[src/rtl/btn_debounce.sv]
// Push-button conditioner: 2-flop synchronizer, per-channel debounce FSM, level and strobes.
// Optional auto-repeat strobes are compiled in with `define BTN_AUTOREPEAT_EN.
module btn_debounce #(
  parameter int NUM_BTN         = 4,
  parameter int DEBOUNCE_CYCLES = 1000000,
  parameter int REPEAT_DELAY    = 25000000,
  parameter int REPEAT_RATE     = 5000000
) (
  input  logic               clk,
  input  logic               rst_n,
  input  logic [NUM_BTN-1:0] btn_raw,
  output logic [NUM_BTN-1:0] btn_level,
  output logic [NUM_BTN-1:0] btn_rise,
  output logic [NUM_BTN-1:0] btn_fall,
  output logic [NUM_BTN-1:0] btn_repeat
);

  localparam int CW = $clog2(DEBOUNCE_CYCLES);
  localparam logic [CW-1:0] CNT_LAST = CW'(DEBOUNCE_CYCLES - 1);

  typedef enum logic [1:0] {S_LO, S_PHI, S_HI, S_PLO} state_t;

  logic [NUM_BTN-1:0] sync1;
  logic [NUM_BTN-1:0] sync2;

  always_ff @(posedge clk or negedge rst_n) begin
    if (!rst_n) begin
      sync1 <= '0;
      sync2 <= '0;
    end else begin
      sync1 <= btn_raw;
      sync2 <= sync1;
    end
  end

  for (genvar i = 0; i < NUM_BTN; i++) begin : g_ch
    state_t        state;
    state_t        state_nxt;
    logic [CW-1:0] cnt;
    logic [CW-1:0] cnt_nxt;
    logic          level_q;
    logic          rise_q;
    logic          fall_q;
    logic          level_hi;

    always_ff @(posedge clk or negedge rst_n) begin
      if (!rst_n) begin
        state <= S_LO;
        cnt   <= '0;
      end else begin
        state <= state_nxt;
        cnt   <= cnt_nxt;
      end
    end

    // counter is cleared on every transition so it never wraps
    always_comb begin
      state_nxt = state;
      cnt_nxt   = cnt;
      case (state)
        S_LO: begin
          if (sync2[i]) begin
            state_nxt = S_PHI;
            cnt_nxt   = '0;
          end
        end
        S_PHI: begin
          if (!sync2[i]) begin
            state_nxt = S_LO;
            cnt_nxt   = '0;
          end else if (cnt == CNT_LAST) begin
            state_nxt = S_HI;
            cnt_nxt   = '0;
          end else begin
            cnt_nxt = cnt + 1'b1;
          end
        end
        S_HI: begin
          if (!sync2[i]) begin
            state_nxt = S_PLO;
            cnt_nxt   = '0;
          end
        end
        S_PLO: begin
          if (sync2[i]) begin
            state_nxt = S_HI;
            cnt_nxt   = '0;
          end else if (cnt == CNT_LAST) begin
            state_nxt = S_LO;
            cnt_nxt   = '0;
          end else begin
            cnt_nxt = cnt + 1'b1;
          end
        end
        default: begin
          state_nxt = S_LO;
          cnt_nxt   = '0;
        end
      endcase
    end

    assign level_hi = (state == S_HI) || (state == S_PLO);

    // strobes are edges of the registered level, so rise and fall are mutually exclusive
    always_ff @(posedge clk or negedge rst_n) begin
      if (!rst_n) begin
        level_q <= 1'b0;
        rise_q  <= 1'b0;
        fall_q  <= 1'b0;
      end else begin
        level_q <= level_hi;
        rise_q  <= level_hi & ~level_q;
        fall_q  <= ~level_hi & level_q;
      end
    end

    assign btn_level[i] = level_q;
    assign btn_rise[i]  = rise_q;
    assign btn_fall[i]  = fall_q;

`ifdef BTN_AUTOREPEAT_EN
    localparam int RMAX = (REPEAT_DELAY > REPEAT_RATE) ? REPEAT_DELAY : REPEAT_RATE;
    localparam int RW   = $clog2(RMAX + 1);
    logic [RW-1:0] rcnt;
    logic          rep_q;

    // down-counter frozen in S_PLO so a short release bounce resumes the cadence
    always_ff @(posedge clk or negedge rst_n) begin
      if (!rst_n) begin
        rcnt  <= '0;
        rep_q <= 1'b0;
      end else begin
        rep_q <= 1'b0;
        if (state == S_PHI && state_nxt == S_HI) begin
          rcnt <= RW'(REPEAT_DELAY);
        end else if (state == S_HI) begin
          if (rcnt == '0) begin
            rep_q <= 1'b1;
            rcnt  <= RW'(REPEAT_RATE - 1);
          end else begin
            rcnt <= rcnt - 1'b1;
          end
        end else if (state == S_LO) begin
          rcnt <= '0;
        end
      end
    end

    assign btn_repeat[i] = rep_q;
`else
    assign btn_repeat[i] = 1'b0;
`endif
  end

endmodule
[config.mk]
export PLATFORM = sky130hd
export DESIGN_NAME = btn_debounce
export DESIGN_NICKNAME = d
export VERILOG_FILES = /design/src/rtl/btn_debounce.sv
export SDC_FILE = /design/constraint.sdc
export NUM_CORES = 1
export LEC_CHECK = 0
export ABC_CLOCK_PERIOD_IN_PS = 6100
export CORE_MARGIN = 2
export CORE_UTILIZATION = 66
export DETAILED_ROUTE_END_ITERATION = 7
export GPL_ROUTABILITY_DRIVEN = 0
export PLACE_DENSITY = 0.86
export SYNTH_ARGS = -nofsm -noshare
export SYNTH_HDL_FRONTEND = slang
export SYNTH_SLANG_ARGS = --single-unit
[constraint.sdc]
create_clock -name clk -period 6.1 [get_ports clk]
set_clock_uncertainty 0.15 [all_clocks]
set_input_delay 0.61 -clock clk [delete_from_list [all_inputs] [get_ports clk]]
set_output_delay 0.61 -clock clk [all_outputs]
set_load 0.02 [all_outputs]
# --- Word level (Yosys, flattened, before mapping) ---
# Index checks and enable logic that the tools add are counted.
classes:
  add_sub_neg: 4
  eq_ne: 32
  n_mux: 52
  bitwise: 16
  n_reduce_logical: 16
op_table:
  columns: ["operator", "count"]
  rows:
  - ["20-bit two-way mux", 20]
  - ["20-bit one-hot mux with 4 select lines", 4]
  - ["20-bit by 1-bit adder with 20-bit output (second input constant)", 4]
  - ["20-bit == test (second input constant)", 4]
  - ["2-bit two-way mux", 24]
  - ["2-bit one-hot mux with 4 select lines", 4]
  - ["3-bit inequality test (second input constant)", 8]
  - ["2-bit == test (second input constant)", 8]
  - ["2-bit inequality test (second input constant)", 8]
  - ["4-bit AND reduction", 4]
  - ["1-bit bitwise AND", 8]
  - ["2-bit by 1-bit == test with 1-bit output (second input constant)", 4]
  - ["2-bit zero test", 4]
  - ["1-bit inverter", 8]
  - ["2-bit AND reduction", 4]
  - ["1-bit logical OR", 4]
totals:
  reg_bits: 108
  output_inout_bits: 16

# --- Depth between registers and ports, before layout ---
logic_depth:
  ltp_word: 4
  mapped_depth: 8
  ltp_nobuf: 6

# --- Least setup slack after synthesis ---
# OpenSTA, ideal clock, no wires.
synth_path:
  path_type: "reg2reg"
  from: "register g_ch[1].cnt[7]"
  to: "register g_ch[1].cnt[3]"
  setup_time_ns: 0.121
  t_arrival_ns: 1.907
  t_required_ns: 5.829
  slack_ns: 3.922
  path_stages_with_launch: 8
  n_path_buf: 2
  period_less_slack_ns: 2.178
  cell_sequence: "dfrtp_1 -> buf_6 -> or4b_4 -> nor4_4 -> a21oi_2 -> buf_6 -> a21o_1 -> a22o_1"
synth_via:
  elab_chain_len: 4
synth_lines:
  columns: ["item", "line_no", "text"]
  rows:
  - ["start, declared", "39", "logic [CW-1:0] cnt;"]
  - ["start signal, assigned", "52", "cnt <= cnt_nxt;"]
  - ["20-bit == test *", "71, 88", null]
  - ["20-bit two-way mux *", "71, 88", null]
  - ["20-bit two-way mux, on equally long branches", "85, 68", null]
  - ["20-bit one-hot mux with 4 select lines *", "60", "case (state)"]
# Every way passes the cells marked *; elsewhere a longest branch is shown, timed or not.
# A chain may end at the register's enable or synchronous reset.

# --- Worst setup path in the final report ---
layout_path:
  from: "register g_ch[3].cnt[0]"
  to: "register g_ch[3].cnt[10]"
layout_via:
  elab_chain_len: 4
layout_lines:
  columns: ["item", "line_no"]
  rows:
  - ["start, declared", "39"]
  - ["start signal, assigned", "52"]
  - ["20-bit by 1-bit adder with 20-bit output / 20-bit == test (equally long branches)", null]
  - ["20-bit two-way mux *", "71, 88"]
  - ["20-bit two-way mux, on equally long branches", "85, 68"]
  - ["20-bit one-hot mux with 4 select lines *", "60"]
# Marks and branches as above.

==> results <==
- The wire length reported by the detailed router is 11.11 mm.
- Of the total synthesized cell area, the portion taken by full adders, half adders and majority gates is 0.009145.
- The clock root buffer is clkbuf_8.
- Cell internal power was estimated by the tool at about 1.2 mW.
- The total global routing overflow is 0.
- The violation count after the first detailed-route iteration is 231.
- After synthesis, the largest family of logic cells by area is simple AND/OR/NAND/NOR gates.
- The number of global-route vias before repair is about 4,100.
- The number of antenna diodes is 0.
- The run finished with clean final reports.
- The portion of synthesized area spent on multiplexers is 0.004115.
- The area of the core is 8134 µm².
- The number of core rows is 33.
- The count of distinct cell types in the synthesized netlist is 51.
- The cell count after synthesis is 587.
- Max-cap violations in this run came to 0.
- Of all nets on the critical path, the largest fanout is 27.
- The share of total power dissipated in sequential elements is 0.445.
- Of the total power, the clock network draws 0.214.
- In the synthesized netlist the dominant register cell turns out to be dfrtp_1.
- The fraction of the mapped netlist area in compound gates is 0.1914.
- At the worst endpoint, the required time is between 6 and 7 ns.
- Measured against its own limit, the worst slew margin works out to 0.3092.
- The hold violation total from the final report was 0.
- Setup slack closes at between 3 and 4 ns.
- The chip height is 95.06 µm.
- The count of pins over their slew limit was 0.
- The net switching power is 779.9 µW.
- The proportion of register bits with asynchronous set or reset after synthesis is 1.000.
- The count of flip-flops with a built-in enable after synthesis is 0.
- The depth of the most critical reg-to-reg path is 6.
- Entering global routing, the biggest net connects 72 pins.
- The die covers 9036 µm².
- The number of hold buffers added after CTS was 0.
- The area fraction in and, or, nand and nor cells after synthesis is 0.2321.
- The final setup violation count is 0.
- For this run, the top clock speed supported by timing is 371.2 MHz.
- The cell area that synthesis handed to floorplanning was roughly 5500 µm².
- The wire length of the first global-routing pass is 18.86 mm.
- The min-delay analysis places its worst path in the category primary input to async pin.
- The sequential share of the synthesized area is 0.4938.
- The average detailed-routed wire length per instance is approximately 16 µm.
- The global routing usage on met3 is 0.03794.
- For the finished layout, the period the worst path requires is about 2.7 ns.
- After the flow finishes, the layout carries non-filler instances totaling approximately 690.
- The total routing resource utilization after global routing is 0.2626.
- The number of setup buffers added after CTS is 0.
- The switching part of the total power is 0.3869.
- Buffers inserted during clock tree synthesis total 9.
- The post-placement setup slack is 3.491 ns.
- The worst endpoint data arrival time is roughly 2.8 ns.
- The launching element type of the critical path is a flip-flop.
- The clock input transition at the sequential cells of the worst setup and hold paths is 0.10 ns.
- The post-detailed-route count of antenna-violating nets is 0.
- The worst reg2reg path endpoint is g_ch[3].cnt[10].
- The met2 usage in global routing is 0.4155.
- Buffers placed on the I/O ports in this run total 17.
- The worst vdd rail ir drop is 159.3 µV.
- The x dimension of the die is about 95 µm.
- The tree built by TritonCTS fans out to between 100 and 150 sinks.
- For the pin with the worst max-slew slack, the measured transition is 1.036 ns.
- TritonCTS built the clock tree.
- The later pin in the worst-skew pair is clocked with a latency of 0.38 ns.
- The detailed-router iteration count before antenna repair is 5.
- The synthesized area per cell is roughly 9.3 µm².
- The share of total power dissipated in combinational logic is 0.340.
- At the end of the flow, the number of nets in the layout was 593.
- The detail-routed via count per cell is 6.442.
- Setup repair after global routing left no endpoint under its margin.
- The XOR/XNOR share of the synthesized area is 0.01920.
- The sum of negative setup slack is 0 ns.
- The deepest level of the CTS H-tree is 3.
- Counting tap cells, the placed design contains a total of 677 instances.
- The source of the worst register-to-register timing path is g_ch[3].cnt[0].
- In the final layout, the share of cells above drive strength 1 is 0.05111.
- The post-route fraction of the period consumed by the critical path is 0.4417.
- The flip-flop and latch count after synthesis is 108.
- The end point of the critical path is g_ch[3].cnt[10].
- The number of instances resized during post-cts repair is 0.
- For met1 alone, demand over resource in global routing was 0.3700.
- The final-layout worst hold slack is 0.04181 ns.
- The top-level I/O count is 22.
- For this design the ratio of total power to cell area is 349.7 nW/µm².
- The minimum setup slack among reg-to-reg paths is 3.41 ns.
- The Yosys step of the flow raised 0 warnings.
- The via total after detailed routing is 4,458.
- The area added between synthesis and finish is 5.350%.
- The count of unresolved DRC violations after routing is 0.
- Detailed placement ended at an HPWL of 7.344 mm.
- The number of antenna violations at the first check in global routing is 0.
- The critical path in this run is classified as flip-flop to flip-flop.
- The maximum buffer depth of the clock tree is 2.
- The total leakage power is between 2 and 2.5 nW.
- The effective utilization at floorplan is 0.6728.
- The worst setup path is captured at a flip-flop.
- The source of the critical timing path is g_ch[3].cnt[0].
- The global routing stage identified its most utilized layer as met2.
## cells by family after synthesis
group	after synthesis
and+or+nand+nor	239
AOI/OAI and AO/OA	170
DFF	108
buffers and inverters	51
xor gates and xnor gates	12
adders and majority gates	4
muxes	2
other	1
## cells in the mapped netlist (6+ instances only)
library cell  instances  area [µm²]
dfrtp_1             108        2703
nand4_1              16       100.1
or3_1                10       62.56
nand3_1              40       200.2
clkbuf_1             16       60.06
nand2b_1             10       62.56
a21oi_1              31       155.2
nor2_1               28       105.1
xor2_1               10       87.58
and3_1                9       56.30
inv_1                13       48.80
nor3_1               11       55.05
a41oi_1               6       52.55
a21o_1                9       67.56
o21ai_1              11       55.05
nor4_1                9       56.30
a22o_1                9       78.83
or4_1                 6       45.04
nor2b_1               8       50.05
o21ai_0              44       220.2
buf_4                16       120.1
nand2_1              70       262.8
a31oi_1              39       244.0
## worst min-delay path by stage
stage	start	endpoint	slack (ns)	cells past startpoint
global route	rst_n	g_ch[1].cnt[15]	0.07	1
detailed placement	sync1[2]	sync2[2]	0.18	0
CTS	rst_n	g_ch[1].cnt[15]	0.04	1
global placement	sync1[2]	sync2[2]	0.19	0
floorplan	rst_n	async pin	0.16	0
finish	rst_n	g_ch[1].cnt[15]	0.04	1
## power by group through the flow
stage,sequential (mW),clock (mW),combinational [mW]
after CTS,0.898,0.434,0.680
final,0.898,0.432,0.686
after detailed placement,0.912,0,0.677
after global placement,0.902,0,0.654
after global routing,0.913,0.465,0.765
after floorplan,0.888,0,0.548
## flip-flops by register name, indices dropped and copies added, names as in the netlist, named ones only
signal        cells
g_ch.state        4
sync2             4
g_ch.cnt         80
g_ch.rise_q       4
sync1             4
g_ch.fall_q       4
g_ch.level_q      4
## per-stage QoR
| stage | cell area (µm²) | power (mW) | util |
|---|---|---|---|
| 2_1_floorplan | 5484 | 1.436 | - |
| 3_3_place_gp | 5583 | 1.556 | 0.6864 |
| 3_5_place_dp | 5583 | 1.589 | 0.6864 |
| 4_1_cts | 5766 | 2.012 | 0.7088 |
| 5_1_grt | 5766 | 2.143 | 0.7088 |
| 6_report | 5766 | 2.016 | 0.7088 |
## layout by cell type, fill, tap and decap left out, types with 3 or more instances in the layout
cell / instances
a21o_1: 9
a21o_2: 3
a21oi_1: 31
a22o_1: 9
a31oi_1: 39
a41oi_1: 6
and2_1: 4
and3_1: 9
buf_4: 4
clkbuf_8: 9
clkdlybuf4s50_1: 16
conb_1: 4
dfrtp_1: 108
ha_1: 4
inv_1: 13
nand2_1: 70
nand2b_1: 10
nand3_1: 40
nand3b_1: 3
nand4_1: 16
nor2_1: 28
nor2b_1: 8
nor3_1: 11
nor4_1: 9
o211ai_1: 3
o21ai_0: 44
o21ai_1: 11
o31ai_1: 4
or3_1: 10
or4_1: 6
xor2_1: 10
## worst max-delay path, cell delays in order (launching register included)
cell and delay [ns]:
dfrtp_1 0.43, ha_1 0.26, and4_1 0.23, and2_1 0.21, a21oi_2 0.82, o21ai_0 0.26
a31oi_1 0.26
## cell type report
| type | count | area [µm²] |
|---|---|---|
| well taps | 105 | 131.4 |
| multi-input cells | 431 | 2510 |
| fillers | 566 | 2369 |
| flip-flops and latches | 108 | 2703 |
| inverters | 13 | 48.80 |
| clock inverters | 4 | 51.30 |
| repair buffers | 20 | 190.2 |
| clock buffers | 11 | 131.4 |
## routing by layer
layer / routed length (µm) / share of wire
met1: 5123 / 0.46
met2: 5222 / 0.47
met3: 557 / 0.050
met4: 205 / 0.018
met5: 0 / 0
No activity file was read; power rests on OpenSTA's default activity.
